File: src/rtl/pipe_stage_reg.sv
// Reusable pipeline-stage register: head entry plus optional skid entry under valid/ready,
// with flush/stall hazard control, control zeroing on bubbles and a saturating bubble counter.
module pipe_stage_reg #(
  parameter int DATA_W         = 128,
  parameter int CTRL_W         = 16,
  parameter int SKID           = 1,
  parameter int FLUSH_CLR_DATA = 1,
  parameter int CNT_W          = 16
) (
  input  logic              clk,
  input  logic              rst,
  input  logic              flush,
  input  logic              stall,
  input  logic              in_valid,
  output logic              in_ready,
  input  logic [DATA_W-1:0] in_data,
  input  logic [CTRL_W-1:0] in_ctrl,
  output logic              out_valid,
  input  logic              out_ready,
  output logic [DATA_W-1:0] out_data,
  output logic [CTRL_W-1:0] out_ctrl,
  output logic [1:0]        occupancy,
  output logic [CNT_W-1:0]  bubble_cnt
);

  typedef enum logic [1:0] {
    EMPTY = 2'd0,
    ONE   = 2'd1,
    TWO   = 2'd2
  } state_t;

  state_t state;
  state_t state_next;

  logic [DATA_W-1:0] head_data;
  logic [CTRL_W-1:0] head_ctrl;
  logic [DATA_W-1:0] skid_data;
  logic [CTRL_W-1:0] skid_ctrl;
  logic              room;
  logic              accept;
  logic              drain;

  // Handshake: a transfer happens on a side only in a cycle where both valid and ready
  // are high (accept upstream, drain downstream). Hazard controls mask both sides, so a
  // flushed or stalled cycle never moves an entry; valid never waits on ready.
  assign accept = in_valid & in_ready;
  assign drain  = out_valid & out_ready;

  // State register
  always_ff @(posedge clk) begin
    if (rst) begin
      state <= EMPTY;
    end else begin
      state <= state_next;
    end
  end

  // Next-state logic
  always_comb begin
    state_next = state;
    if (flush) begin
      state_next = EMPTY;
    end else if (!stall) begin
      case (state)
        EMPTY: if (accept) state_next = ONE;
        ONE: begin
          if (accept && !drain) begin
            state_next = (SKID != 0) ? TWO : ONE;
          end else if (!accept && drain) begin
            state_next = EMPTY;
          end
        end
        TWO:     if (drain) state_next = ONE;
        default: state_next = EMPTY;
      endcase
    end
  end

  // Output logic; without a skid entry, readiness passes straight through from downstream
  always_comb begin
    room      = 1'b0;
    in_ready  = 1'b0;
    out_valid = 1'b0;
    out_ctrl  = '0;
    out_data  = head_data;
    occupancy = state;
    if (SKID != 0) begin
      room = (state != TWO);
    end else begin
      room = (state == EMPTY) || out_ready;
    end
    in_ready  = !rst && !flush && !stall && room;
    out_valid = (state != EMPTY) && !stall && !flush;
    out_ctrl  = out_valid ? head_ctrl : '0;
  end

  // Entry storage; a departing entry leaves its data in the head but its control becomes a no-op
  always_ff @(posedge clk) begin
    if (rst) begin
      head_data <= '0;
      head_ctrl <= '0;
      skid_data <= '0;
      skid_ctrl <= '0;
    end else if (flush) begin
      head_ctrl <= '0;
      skid_ctrl <= '0;
      if (FLUSH_CLR_DATA != 0) begin
        head_data <= '0;
        skid_data <= '0;
      end
    end else if (!stall) begin
      case (state)
        EMPTY: begin
          if (accept) begin
            head_data <= in_data;
            head_ctrl <= in_ctrl;
          end
        end
        ONE: begin
          if (accept && drain) begin
            head_data <= in_data;
            head_ctrl <= in_ctrl;
          end else if (accept) begin
            skid_data <= in_data;
            skid_ctrl <= in_ctrl;
          end else if (drain) begin
            head_ctrl <= '0;
          end
        end
        TWO: begin
          if (drain) begin
            head_data <= skid_data;
            head_ctrl <= skid_ctrl;
            skid_ctrl <= '0;
          end
        end
        default: begin
          head_ctrl <= '0;
          skid_ctrl <= '0;
        end
      endcase
    end
  end

  // Bubble counter: every non-reset cycle without a valid output, saturating
  always_ff @(posedge clk) begin
    if (rst) begin
      bubble_cnt <= '0;
    end else if (!out_valid && (bubble_cnt != {CNT_W{1'b1}})) begin
      bubble_cnt <= bubble_cnt + CNT_W'(1);
    end
  end

endmodule

File: config.mk
export PLATFORM = sky130hd
export DESIGN_NAME = pipe_stage_reg
export DESIGN_NICKNAME = d
export VERILOG_FILES = /design/src/rtl/pipe_stage_reg.sv
export SDC_FILE = /design/constraint.sdc
export NUM_CORES = 1
export LEC_CHECK = 0
export ABC_CLOCK_PERIOD_IN_PS = 8450
export CAP_MARGIN = 20
export CORE_MARGIN = 2
export CORE_UTILIZATION = 54
export DETAILED_ROUTE_END_ITERATION = 6
export PLACE_DENSITY = 0.9
export SLEW_MARGIN = 30
export SYNTH_ARGS = -nofsm -noshare
export SYNTH_HDL_FRONTEND = slang
export SYNTH_SLANG_ARGS = --single-unit
File: constraint.sdc
create_clock -name clk -period 8.45 [get_ports clk]
set_input_delay 1.69 -clock clk [delete_from_list [all_inputs] [get_ports clk]]
set_output_delay 1.69 -clock clk [all_outputs]
set_load 0.05 [all_outputs]
=== Yosys cells after proc, flatten, opt, wreduce, memory -nomap -nowiden ===
Cells that the tools add are included.

* Flip-flop bits (word level): 306
* Output and inout bits: 164
* Word-level logic and storage cells: 66

* Add/subtract/negate cells: 1
* Eq/ne operators: 12
* Multiplexer cells: 18
* Bitwise logic cells: 5
* Reductions and logical operators: 24

{| class="wikitable"
|+ Operators by type and width
! kind !! number
|-
| 128-bit 2-to-1 mux || 3
|-
| 128-bit one-hot mux with 3 select lines || 1
|-
| 16-bit 2-to-1 mux || 7
|-
| 16-bit one-hot mux with 3 select lines || 2
|-
| 16-bit by 1-bit adder with 16-bit output, second input constant || 1
|-
| 16-bit inequality test, second input constant || 1
|-
| 5-bit AND reduction || 3
|-
| 2-bit inequality test, second input constant || 6
|-
| 1-bit logical AND || 9
|-
| 3-bit inequality test, second input constant || 3
|-
| 2-bit 2-to-1 mux || 4
|-
| 4-bit AND reduction || 2
|-
| 1-bit zero test || 6
|-
| 2-bit one-hot mux with 3 select lines || 1
|-
| 1-bit inverter || 3
|-
| 3-bit nonzero test || 1
|-
| 1-bit bitwise AND || 2
|-
| 2-bit by 1-bit == test with 1-bit output, second input constant || 1
|-
| 2-bit == test, second input constant || 1
|-
| 2-bit zero test || 1
|-
| 2-bit nonzero test || 1
|-
| 2-bit OR reduction || 1
|}

=== Longest topological paths before layout ===
Gate-level depths: netlist of run 1.

* Depth in word-level cells: 10
* Gate-level depth with buffers: 14
* Mapped depth without buffers: 9

=== Worst setup path after synthesis of run 1 ===
No wires, ideal clock.

* Path type: in2out
* Start: input stall
* End: output out_ctrl[10]
* Arrival time: 3,690 ps
* Data required time: 6,760 ps
* Setup slack: 3,070 ps
* Stages on the path: 6
* Path buffers: 3
* Cell sequence: buf_6 or2_2 nor2_1 clkbuf_1 clkbuf_1 and2_1

* Cells in the longest elaborated chain, start to end: 4

{| class="wikitable"
|+ RTL lines
! what !! line !! RTL
|-
| start, declared || 13 || <nowiki>input logic stall,</nowiki>
|-
| 1-bit zero test || - ||
|-
| 1-bit logical AND (2 in a row) || 93 || <nowiki>out_valid = (state != EMPTY) && !stall && !flush;</nowiki>
|-
| via out_valid || 18 || <nowiki>output logic out_valid,</nowiki>
|-
| 16-bit 2-to-1 mux || 94 || <nowiki>out_ctrl = out_valid ? head_ctrl : '0;</nowiki>
|-
| end, declared || 21 || <nowiki>output logic [CTRL_W-1:0] out_ctrl,</nowiki>
|}

The timed path passes the listed nets, and every way through them passes these cells.

=== Worst setup path in the final report of run 1 ===
* Start: input rst
* End: register head_data[4], in the netlist out_data[4]

* Cells in the longest elaborated chain, start to end: 8

{| class="wikitable"
|+ RTL lines
! what !! line !! RTL
|-
| start, declared || 11 || <nowiki>input logic rst,</nowiki>
|-
| 1-bit zero test || 92 || <nowiki>in_ready = !rst && !flush && !stall && room;</nowiki>
|-
| 1-bit logical AND (3 in a row) || 92 ||
|-
| 1-bit bitwise AND || 46 || <nowiki>assign accept = in_valid & in_ready;</nowiki>
|-
| 1-bit logical AND || 120 || <nowiki>if (accept && drain) begin</nowiki>
|-
| 2-bit inequality test (no line) || - ||
|-
| 5-bit AND reduction (no line) || - ||
|-
| end signal, assigned || 115 || <nowiki>head_data <= in_data;</nowiki>
|-
| end signal, assigned || 121 || <nowiki>head_data <= in_data;</nowiki>
|-
| end signal, assigned || 132 || <nowiki>head_data <= skid_data;</nowiki>
|-
| end, declared || 35 || <nowiki>logic [DATA_W-1:0] head_data;</nowiki>
|}

Several ways; a longest one is shown, not always the timed one.
A chain may end at the register's enable or synchronous reset.

==> results.json, run 1 <==
{
  "postSynthAreaPerCell_um2": 8.91,
  "post_cts_buffers": 0,
  "hpwl_um": 22500,
  "crit_path_start": "rst",
  "synth_cell_type_count": 46,
  "rows": 56,
  "ys_warn_count": 0,
  "fin_crit_sh_pct": 70.8,
  "report.final.slew_viol_count": 0,
  "skew_ps": 7.36,
  "synth_xor_area_share_pct": 0,
  "busiest_layer": "met2",
  "hold_viol": 0,
  "clk_pin_slew_ps": 60,
  "synthFlopType": "dfxtp_1",
  "power_density_nw_per_um2": 186,
  "synth-seq-cells": 306,
  "path_common_cell": "buf_4",
  "p_comb_share_pct": 6.9,
  "finalSetupViolations": 0,
  "ir_drop_v": 0.000200,
  "hold_path.class": "reg2reg",
  "met2_usage_pct": 47.0,
  "power.leakage_nw": 6.28,
  "place_congestion": 0.834,
  "yosys.area_share.simple_pct": 12.3,
  "status": "completed",
  "drive_above_1_share_pct": 5.19,
  "port_buffers": 313,
  "grt_pass1_wl_um": 56000,
  "slew_headroom_pct": 35.4,
  "post-route-drc-count": 0,
  "synth_mux_area_share_pct": 11.4,
  "grt_use_met1_pct": 32.7,
  "synth_compound_area_share_pct": 22.3,
  "synthCells": 1446,
  "p_switching_mw": 0.699,
  "wl_um": 36300,
  "clock.fmax_mhz": 167,
  "rsz0062_at_grt": "no",
  "grt_antenna_before_repair": 0,
  "die_height_um": 158,
  "finalPower_mw": 3.16,
  "synthAdderAreaFrac_pct": 0.389,
  "hold_ws_ps": 451,
  "crit_chain": "clkdlybuf4s50_1 > or4b_4 > nor2_1 > ha_1 > nand3b_1 > a221oi_4 > buf_4 > and2_4 > buf_4 > a211oi_1",
  "critical_path_class": "in2reg",
  "critPathCaptureType": "register",
  "grt-ovfl-total": 0,
  "hold_buffers": 0,
  "reg2reg_from": "occupancy[0]",
  "max_stage_delay_ps": 880,
  "io_pins": 314,
  "synth_top_family_by_area": "compound AO/OA/AOI/OAI gates",
  "die_w_um": 158,
  "ys_seq_area_share_pct": 47.6,
  "clockRootBuffer": "clkbuf_16",
  "htree_levels": 1,
  "first_pass_iters": 5,
  "cts_sinks": 306,
  "crit_arrival_ps": 6380,
  "use_met3_pct": 5.82,
  "crit_path_start_kind": "primary input",
  "vias": 11765,
  "area_growth_syn_to_layout_pct": 31.9,
  "first_global_vias": 11276,
  "fin_crit_ps": 5990,
  "min_from": "skid_data[57]",
  "netlist_area_um2": 12900,
  "die_area_um2": 25100,
  "crit_fanout": 78,
  "globalRouteTotalUtil_pct": 27.3,
  "grt_max_degree": 104,
  "clockPowerShare_pct": 47.2,
  "internal_power_mw": 2.47,
  "ys_async_sr_fraction_pct": 0,
  "critPathSlowestCell": "and2_4",
  "cts_buffers": 31,
  "seq_power_share_pct": 46.0,
  "synth_edf_count": 0,
  "fin_nets": 1825,
  "maxCapViolCount": 0,
  "wire_per_inst_um": 18.0,
  "p_sw_share_pct": 22.1,
  "cts_resized": 0,
  "finalSetupTns_ps": 0,
  "start_util_pct": 54.9,
  "antenna_cells": 0,
  "tightest_slew_ps": 969,
  "cts.path.max_buffers": 3,
  "cts_tree": "done",
  "drtIter0Drc": 956,
  "clk_latency_ps": 550,
  "antenna_left": 0,
  "design.core.area_um2": 23500,
  "utilization_pct": 72.4,
  "worstPathRequired_ps": 8840,
  "detail_route.vias_per_cell": 5.84,
  "synthesis.nets": 1600
}
## cells by family after synthesis
family                   after synthesis
AND/OR/NAND/NOR                      370
multiplexers                         146
flip-flops                           306
buffers and inverters                146
AO/OA/AOI/OAI                        474
adder cells (fa/ha/maj)                4
## registers in the layout, summed over array words and instances, names as in the netlist
| signal | count |
|---|---|
| bubble_cnt | 16 |
| head_ctrl | 16 |
| out_data | 128 |
| occupancy | 2 |
| skid_ctrl | 16 |
| skid_data | 128 |
## cell usage after synthesis, types with 9 or more instances
| master | instances | area (um2) |
|---|---|---|
| a211oi_1 | 142 | 1070 |
| a21oi_1 | 274 | 1370 |
| a22oi_1 | 16 | 120 |
| a31oi_1 | 16 | 100 |
| and2_1 | 19 | 119 |
| buf_2 | 44 | 220 |
| buf_4 | 19 | 143 |
| buf_6 | 14 | 158 |
| clkbuf_1 | 59 | 221 |
| dfxtp_1 | 306 | 6130 |
| inv_1 | 9 | 33.8 |
| mux2i_1 | 144 | 1440 |
| nand2_1 | 294 | 1100 |
| nor2_1 | 9 | 33.8 |
| o31ai_1 | 9 | 67.6 |
| or4_1 | 10 | 75.1 |
## power groups by stage
stage	Sequential [mW]	Combinational (mW)	Clock (mW)
floorplan	1.51	0.0824	0
global placement	1.49	0.209	0
detailed placement	1.49	0.213	0
CTS	1.45	0.215	1.51
global route	1.46	0.230	1.56
finish	1.45	0.217	1.49
## stage by stage
stage / instance area [um2] / instances / worst slack, ps
2_1_floorplan: 12900 / 1446 / 3070
3_3_place_gp: 15800 / 1957 / 2090
3_5_place_dp: 15800 / 1957 / 1950
4_1_cts: 17000 / 2015 / 2510
5_1_grt: 17000 / 2015 / 2230
6_report: 17000 / 2015 / 2460
## path summary, 6_finish.rpt
| kind | end | slack, ps | depth (start not counted) |
|---|---|---|---|
| max | out_data[4] | 2460 | 10 |
| min | skid_data[57] | 450 | 2 |
| max reg2reg | out_data[4] | 4190 | 10 |
| min reg2reg | skid_data[57] | 450 | 2 |
## final cells by class
class | instances | area [um2]
timing repair buffer | 329 | 3260
fill | 1654 | 6490
clock inverter | 16 | 239
inverter | 9 | 33.8
tap | 319 | 399
sequential | 306 | 6130
multi-input combinational | 994 | 6040
clock buffer | 42 | 887
## critical path: cells and delay by family
kind / cells / cell delay (ps)
and+or+nand+nor: 4 / 2080
adders and majority gates: 1 / 220
buffers and inverters: 3 / 1860
AOI/OAI and AO/OA: 2 / 430
## layer usage
layer / part of all wire (%) / vias up
met5: 0 / -
met4: 4.2 / 0
met3: 7.1 / 108
met2: 49 / 464
met1: 40 / 5593
li1: - / 5600
## cells in the final DEF (no fill, tap or decap), drive strengths merged, types with 5 or more instances in the layout
master	n
mux2i	144
buf	16
clkinv	7
dfxtp	306
inv	10
and2	19
clkbuf	42
nand2	294
or4	10
a22oi	16
a31oi	16
nand3	5
clkdlybuf4s50	313
o31ai	9
bufinv	6
o21ai	6
a21oi	274
nor2	10
a211oi	144
(Power assumes the default switching activity.)
==> run 2: changes to the inputs <==
--- a/config.mk
+++ b/config.mk
@@ -5,12 +5,12 @@
 export SDC_FILE = /design/constraint.sdc
 export NUM_CORES = 1
 export LEC_CHECK = 0
-export ABC_CLOCK_PERIOD_IN_PS = 8450
+export ABC_CLOCK_PERIOD_IN_PS = 6150
 export CAP_MARGIN = 20
 export CORE_MARGIN = 2
-export CORE_UTILIZATION = 54
+export CORE_UTILIZATION = 50
 export DETAILED_ROUTE_END_ITERATION = 6
-export PLACE_DENSITY = 0.9
+export PLACE_DENSITY = 0.85
 export SLEW_MARGIN = 30
 export SYNTH_ARGS = -nofsm -noshare
 export SYNTH_HDL_FRONTEND = slang
==> constraint.sdc (replaced) <==
create_clock -name clk -period 6.15 [get_ports clk]
set_input_delay 1.23 -clock clk [delete_from_list [all_inputs] [get_ports clk]]
set_output_delay 1.23 -clock clk [all_outputs]
set_load 0.05 [all_outputs]
==> run 2 against run 1 <==
- clock-buffer cell count is 1 lower
- utilization is 5.0 points lower
- non-clock buffer count is 4 higher
- register-to-register slack worse by 1500 ps
- critical path depth is 4 lower
- first-iteration DRC count is 23% higher
- clock power is 30% higher
- worst setup slack worse by 1100 ps
- worst hold slack better by 1.8 ps
- sequential power is 38% higher
- sequential share of layout area hardly changed
- clock skew is 3.0 ps lower
- critical endpoint is now out_ctrl[8]
- highest routed layer is now met5
==> results.json, run 2 (synthesized netlist as in run 1, its figures left out) <==
{
  "internal_power_mw": 3.31,
  "setup_ws_ps": 1360,
  "clockRootBuffer": "clkbuf_16",
  "post-route-drc-count": 0,
  "reg2reg_from": "occupancy[0]",
  "fin_crit_sh_pct": 77.9,
  "io_pins": 314,
  "postPlaceCellArea_um2": 15900,
  "clock.fmax_mhz": 209,
  "utilization_pct": 67.3,
  "dp_slack_ps": 1350,
  "hpwl_um": 22300,
  "cts_tree": "done",
  "fin_area_um2": 17000,
  "ir_drop_v": 0.000231,
  "hold_path.class": "reg2reg",
  "finalSetupViolations": 0,
  "crit_arrival_ps": 3560,
  "slew_headroom_pct": 42.1,
  "cts_buffers": 31,
  "crit_path_start": "stall",
  "grt_max_degree": 129,
  "hold_buffers": 0,
  "dp_cells": 1972,
  "die_height_um": 164,
  "rsz0062_at_grt": "no",
  "status": "completed",
  "cts.path.max_buffers": 3,
  "grt-ovfl-total": 0,
  "power_density_nw_per_um2": 249,
  "p_comb_share_pct": 7.1,
  "first_pass_iters": 5,
  "tightest_slew_ps": 868,
  "critPathCaptureType": "output port",
  "port_buffers": 313,
  "first_global_vias": 10932,
  "worstPathRequired_ps": 4920,
  "htree_levels": 1,
  "rows": 58,
  "fin_crit_ps": 4790,
  "antenna_left": 0,
  "r2r_cells": 11,
  "post_cts_buffers": 0,
  "final_common_cell": "clkdlybuf4s50_1",
  "endpoint": "out_ctrl[8]",
  "vias": 11675,
  "place_congestion": 0.820,
  "clk_latency_ps": 540,
  "crit_path_start_kind": "primary input",
  "design.core.area_um2": 25300,
  "p_switching_mw": 0.933,
  "power.leakage_nw": 6.29,
  "die_area_um2": 27100,
  "finalSetupTns_ps": 0,
  "finalNonFillerCells": 2028,
  "hold_viol": 0,
  "crit_fanout": 21,
  "reg2reg_slack_ps": 2740,
  "skew_ps": 4.41,
  "drtIter0Drc": 1177,
  "grt_antenna_before_repair": 3,
  "die_w_um": 164,
  "detail_route.vias_per_cell": 5.76,
  "hold_ws_ps": 453,
  "fin_nets": 1829,
  "maxCapViolCount": 0,
  "wl_um": 36000,
  "cts_resized": 0,
  "start_util_pct": 51.0,
  "r2r_end": "out_data[13]",
  "critical_path_class": "in2out",
  "grt_pass1_wl_um": 56200,
  "wire_per_inst_um": 17.8,
  "layout_common_cells": "clkdlybuf4s50_1, dfxtp_1, nand2_1",
  "report.final.slew_viol_count": 0,
  "globalRouteTotalUtil_pct": 25.1,
  "finalPower_mw": 4.24,
  "cts_sinks": 306,
  "area_growth_syn_to_layout_pct": 32.0,
  "seq_power_share_pct": 47.2,
  "drive_above_1_share_pct": 4.90,
  "clockPowerShare_pct": 45.7,
  "min_from": "skid_data[103]",
  "p_sw_share_pct": 22.0,
  "clk_pin_slew_ps": 60
}
==> run 2: worst min-delay path by stage <==
stage	end	cells after the start
2_1_floorplan	skid_ctrl[0]	2
3_3_place_gp	skid_data[58]	2
3_5_place_dp	skid_data[87]	2
4_1_cts	skid_data[24]	2
5_1_grt	skid_data[114]	2
6_report	skid_data[103]	2
==> run 2: per-layer routing <==
layer / part of all wire [%] / vias up / track usage [%]
li1: - / 5612 / -
met5: 0.036 / - / 0
met4: 3.7 / 2 / 10.5
met1: 40 / 5541 / 31.5
met2: 48 / 439 / 41.2
met3: 7.7 / 81 / 6.43
==> run 2: critical path, cell delays in order <==
cell and delay [ps]:
clkdlybuf4s50_1 590, or2_2 400, nor2_1 150, buf_4 230
and2_1 160, clkdlybuf4s50_1 800
==> run 2: layout make-up <==
class	instances	area, um2
multi-input cells	994	6020
well taps	330	413
clock buffers	41	853
flip-flops and latches	306	6130
repair buffers	333	3350
diodes	3	7.51
clock inverters	12	194
inverters	9	33.8
fillers	1957	8250
==> run 2: power groups by stage <==
stage	combinational, mW	clock (mW)	sequential, mW
floorplan	0.113	0	2.07
global placement	0.292	0	2.04
detailed placement	0.297	0	2.04
CTS	0.299	1.97	2.00
global route	0.320	2.04	2.00
finish	0.300	1.94	2.00
==> run 3: changes to the inputs <==
--- a/config.mk
+++ b/config.mk
@@ -5,7 +5,7 @@
 export SDC_FILE = /design/constraint.sdc
 export NUM_CORES = 1
 export LEC_CHECK = 0
-export ABC_CLOCK_PERIOD_IN_PS = 6150
+export ABC_CLOCK_PERIOD_IN_PS = 4650
 export CAP_MARGIN = 20
 export CORE_MARGIN = 2
 export CORE_UTILIZATION = 50
==> constraint.sdc (replaced) <==
create_clock -name clk -period 4.65 [get_ports clk]
set_input_delay 0.93 -clock clk [delete_from_list [all_inputs] [get_ports clk]]
set_output_delay 0.93 -clock clk [all_outputs]
set_load 0.05 [all_outputs]
==> run 3 against run 2 <==
- non-clock buffer count up 1
- power up 34%
- wire length up 0.27%
- cell count unchanged
- sequential cell count unchanged
- critical path type unchanged
- worst hold slack worse by 1.8 ps
- register-to-register slack worse by 1400 ps
- die area unchanged
==> results.json, run 3 (synthesized netlist as in run 1, its figures left out) <==
{
  "hold_buffers": 0,
  "report.final.slew_viol_count": 0,
  "finalSetupViolations": 0,
  "die_area_um2": 27100,
  "post-route-drc-count": 0,
  "globalRouteTotalUtil_pct": 25.3,
  "crit_arrival_ps": 3040,
  "power_density_nw_per_um2": 329,
  "final_common_cell": "dfxtp_1",
  "fin_crit_ps": 3970,
  "critical_path_class": "in2out",
  "worstPathRequired_ps": 3720,
  "wire_per_inst_um": 17.8,
  "status": "completed",
  "finalNonFillerCells": 2028,
  "htree_levels": 2,
  "cts_tree": "done",
  "critPathCaptureType": "output port",
  "io_pins": 314,
  "dp_cells": 1973,
  "finalPower_mw": 5.68,
  "layout_common_cells": "dfxtp_1, clkdlybuf4s50_1, nand2_1",
  "die_height_um": 164,
  "antenna_left": 0,
  "vias": 11734,
  "fin_crit_sh_pct": 85.4,
  "cts_sinks": 306,
  "grt_pass1_wl_um": 56000,
  "crit_fanout": 23,
  "ir_drop_v": 0.000283,
  "clockRootBuffer": "clkbuf_16",
  "rsz0062_at_grt": "no",
  "drtIter0Drc": 1022,
  "grt-ovfl-total": 0,
  "postPlaceCellArea_um2": 16200,
  "slew_headroom_pct": 40.9,
  "rows": 58,
  "drive_above_1_share_pct": 5.83,
  "crit_path_start_kind": "primary input",
  "hpwl_um": 22500,
  "clk_pin_slew_ps": 50,
  "hold_path.class": "reg2reg",
  "cts_resized": 0,
  "grt_antenna_before_repair": 0,
  "antenna_cells": 0,
  "clk_latency_ps": 500,
  "clock.fmax_mhz": 252,
  "fin_nets": 1833,
  "grt_max_degree": 133,
  "die_w_um": 164,
  "place_congestion": 0.828,
  "fin_area_um2": 17300,
  "design.core.area_um2": 25300,
  "cts.path.max_buffers": 3,
  "port_buffers": 313,
  "post_cts_buffers": 0,
  "cts_buffers": 34,
  "detail_route.vias_per_cell": 5.79,
  "hold_viol": 0,
  "power.leakage_nw": 6.42,
  "first_global_vias": 10856,
  "start_util_pct": 51.0,
  "tightest_slew_ps": 887,
  "skew_ps": 11.2,
  "wl_um": 36100,
  "area_growth_syn_to_layout_pct": 34.0,
  "nFillCells": 1886,
  "finalSetupTns_ps": 0,
  "first_pass_iters": 6,
  "maxCapViolCount": 0
}
==> run 3: cell count changes in the layout (fill, tap and decap cells not counted), moves of 2 or more <==
cell             before  now
buf_12                3   25
buf_6                 3    0
diode_2               3    0
clkinvlp_4            2    0
clkbuf_16            31   37
clkbuf_1              6    9
bufinv_16             5    2
clkdlybuf4s50_1     313  296
==> run 3: final timing paths <==
path	startpoint	endpoint	slack, ps	depth (start not counted)
worst max-delay path	rst	in_ready	680	5
worst min-delay path	skid_data[71]	skid_data[71]	450	2
worst min register to register	skid_data[71]	skid_data[71]	450	2
worst max register to register	occupancy[0]	out_data[69]	1310	9
==> run 3: worst max-delay path: stages <==
cell and delay, ps:
clkdlybuf4s50_1 450, buf_4 230, or2_4 380, nor3_1 160, clkdlybuf4s50_1 870
==> run 3: through the flow <==
step / util [%] / hold slack [ps] / worst slack (ps)
after floorplan: - / 435 / 642
after detailed placement: 64.0 / 446 / 177
after global routing: 68.3 / 463 / 475
final: 68.3 / 452 / 680
after global placement: 63.9 / 440 / 466
after CTS: 68.3 / 453 / 693
==> run 3: area by class of cell <==
class	count	area (um2)	area share, %
Multi-Input combinational cell	994	6010	34.8
Timing Repair Buffer	334	3580	20.8
Tap cell	330	413	2.39
Inverter	9	33.8	0.196
Sequential cell	306	6130	35.5
Clock inverter	5	75.1	0.435
Clock buffer	50	1010	5.88
==> run 3: power by group <==
part	internal, mW	switching [mW]
Sequential	2.64	0.00940
Combinational	0.186	0.213
Clock	1.61	1.02
==> run 3: routing by layer <==
metal  up-vias  wire, um  share of wire, %  global-route usage (%)
li1       5611         -                 -                       -
met1      5562     14600                40                    32.1
met2       461     17000                47                    41.0
met3       100      2960               8.2                    6.45
met4         0      1500               4.2                    10.6
met5         -         0                 0                       0
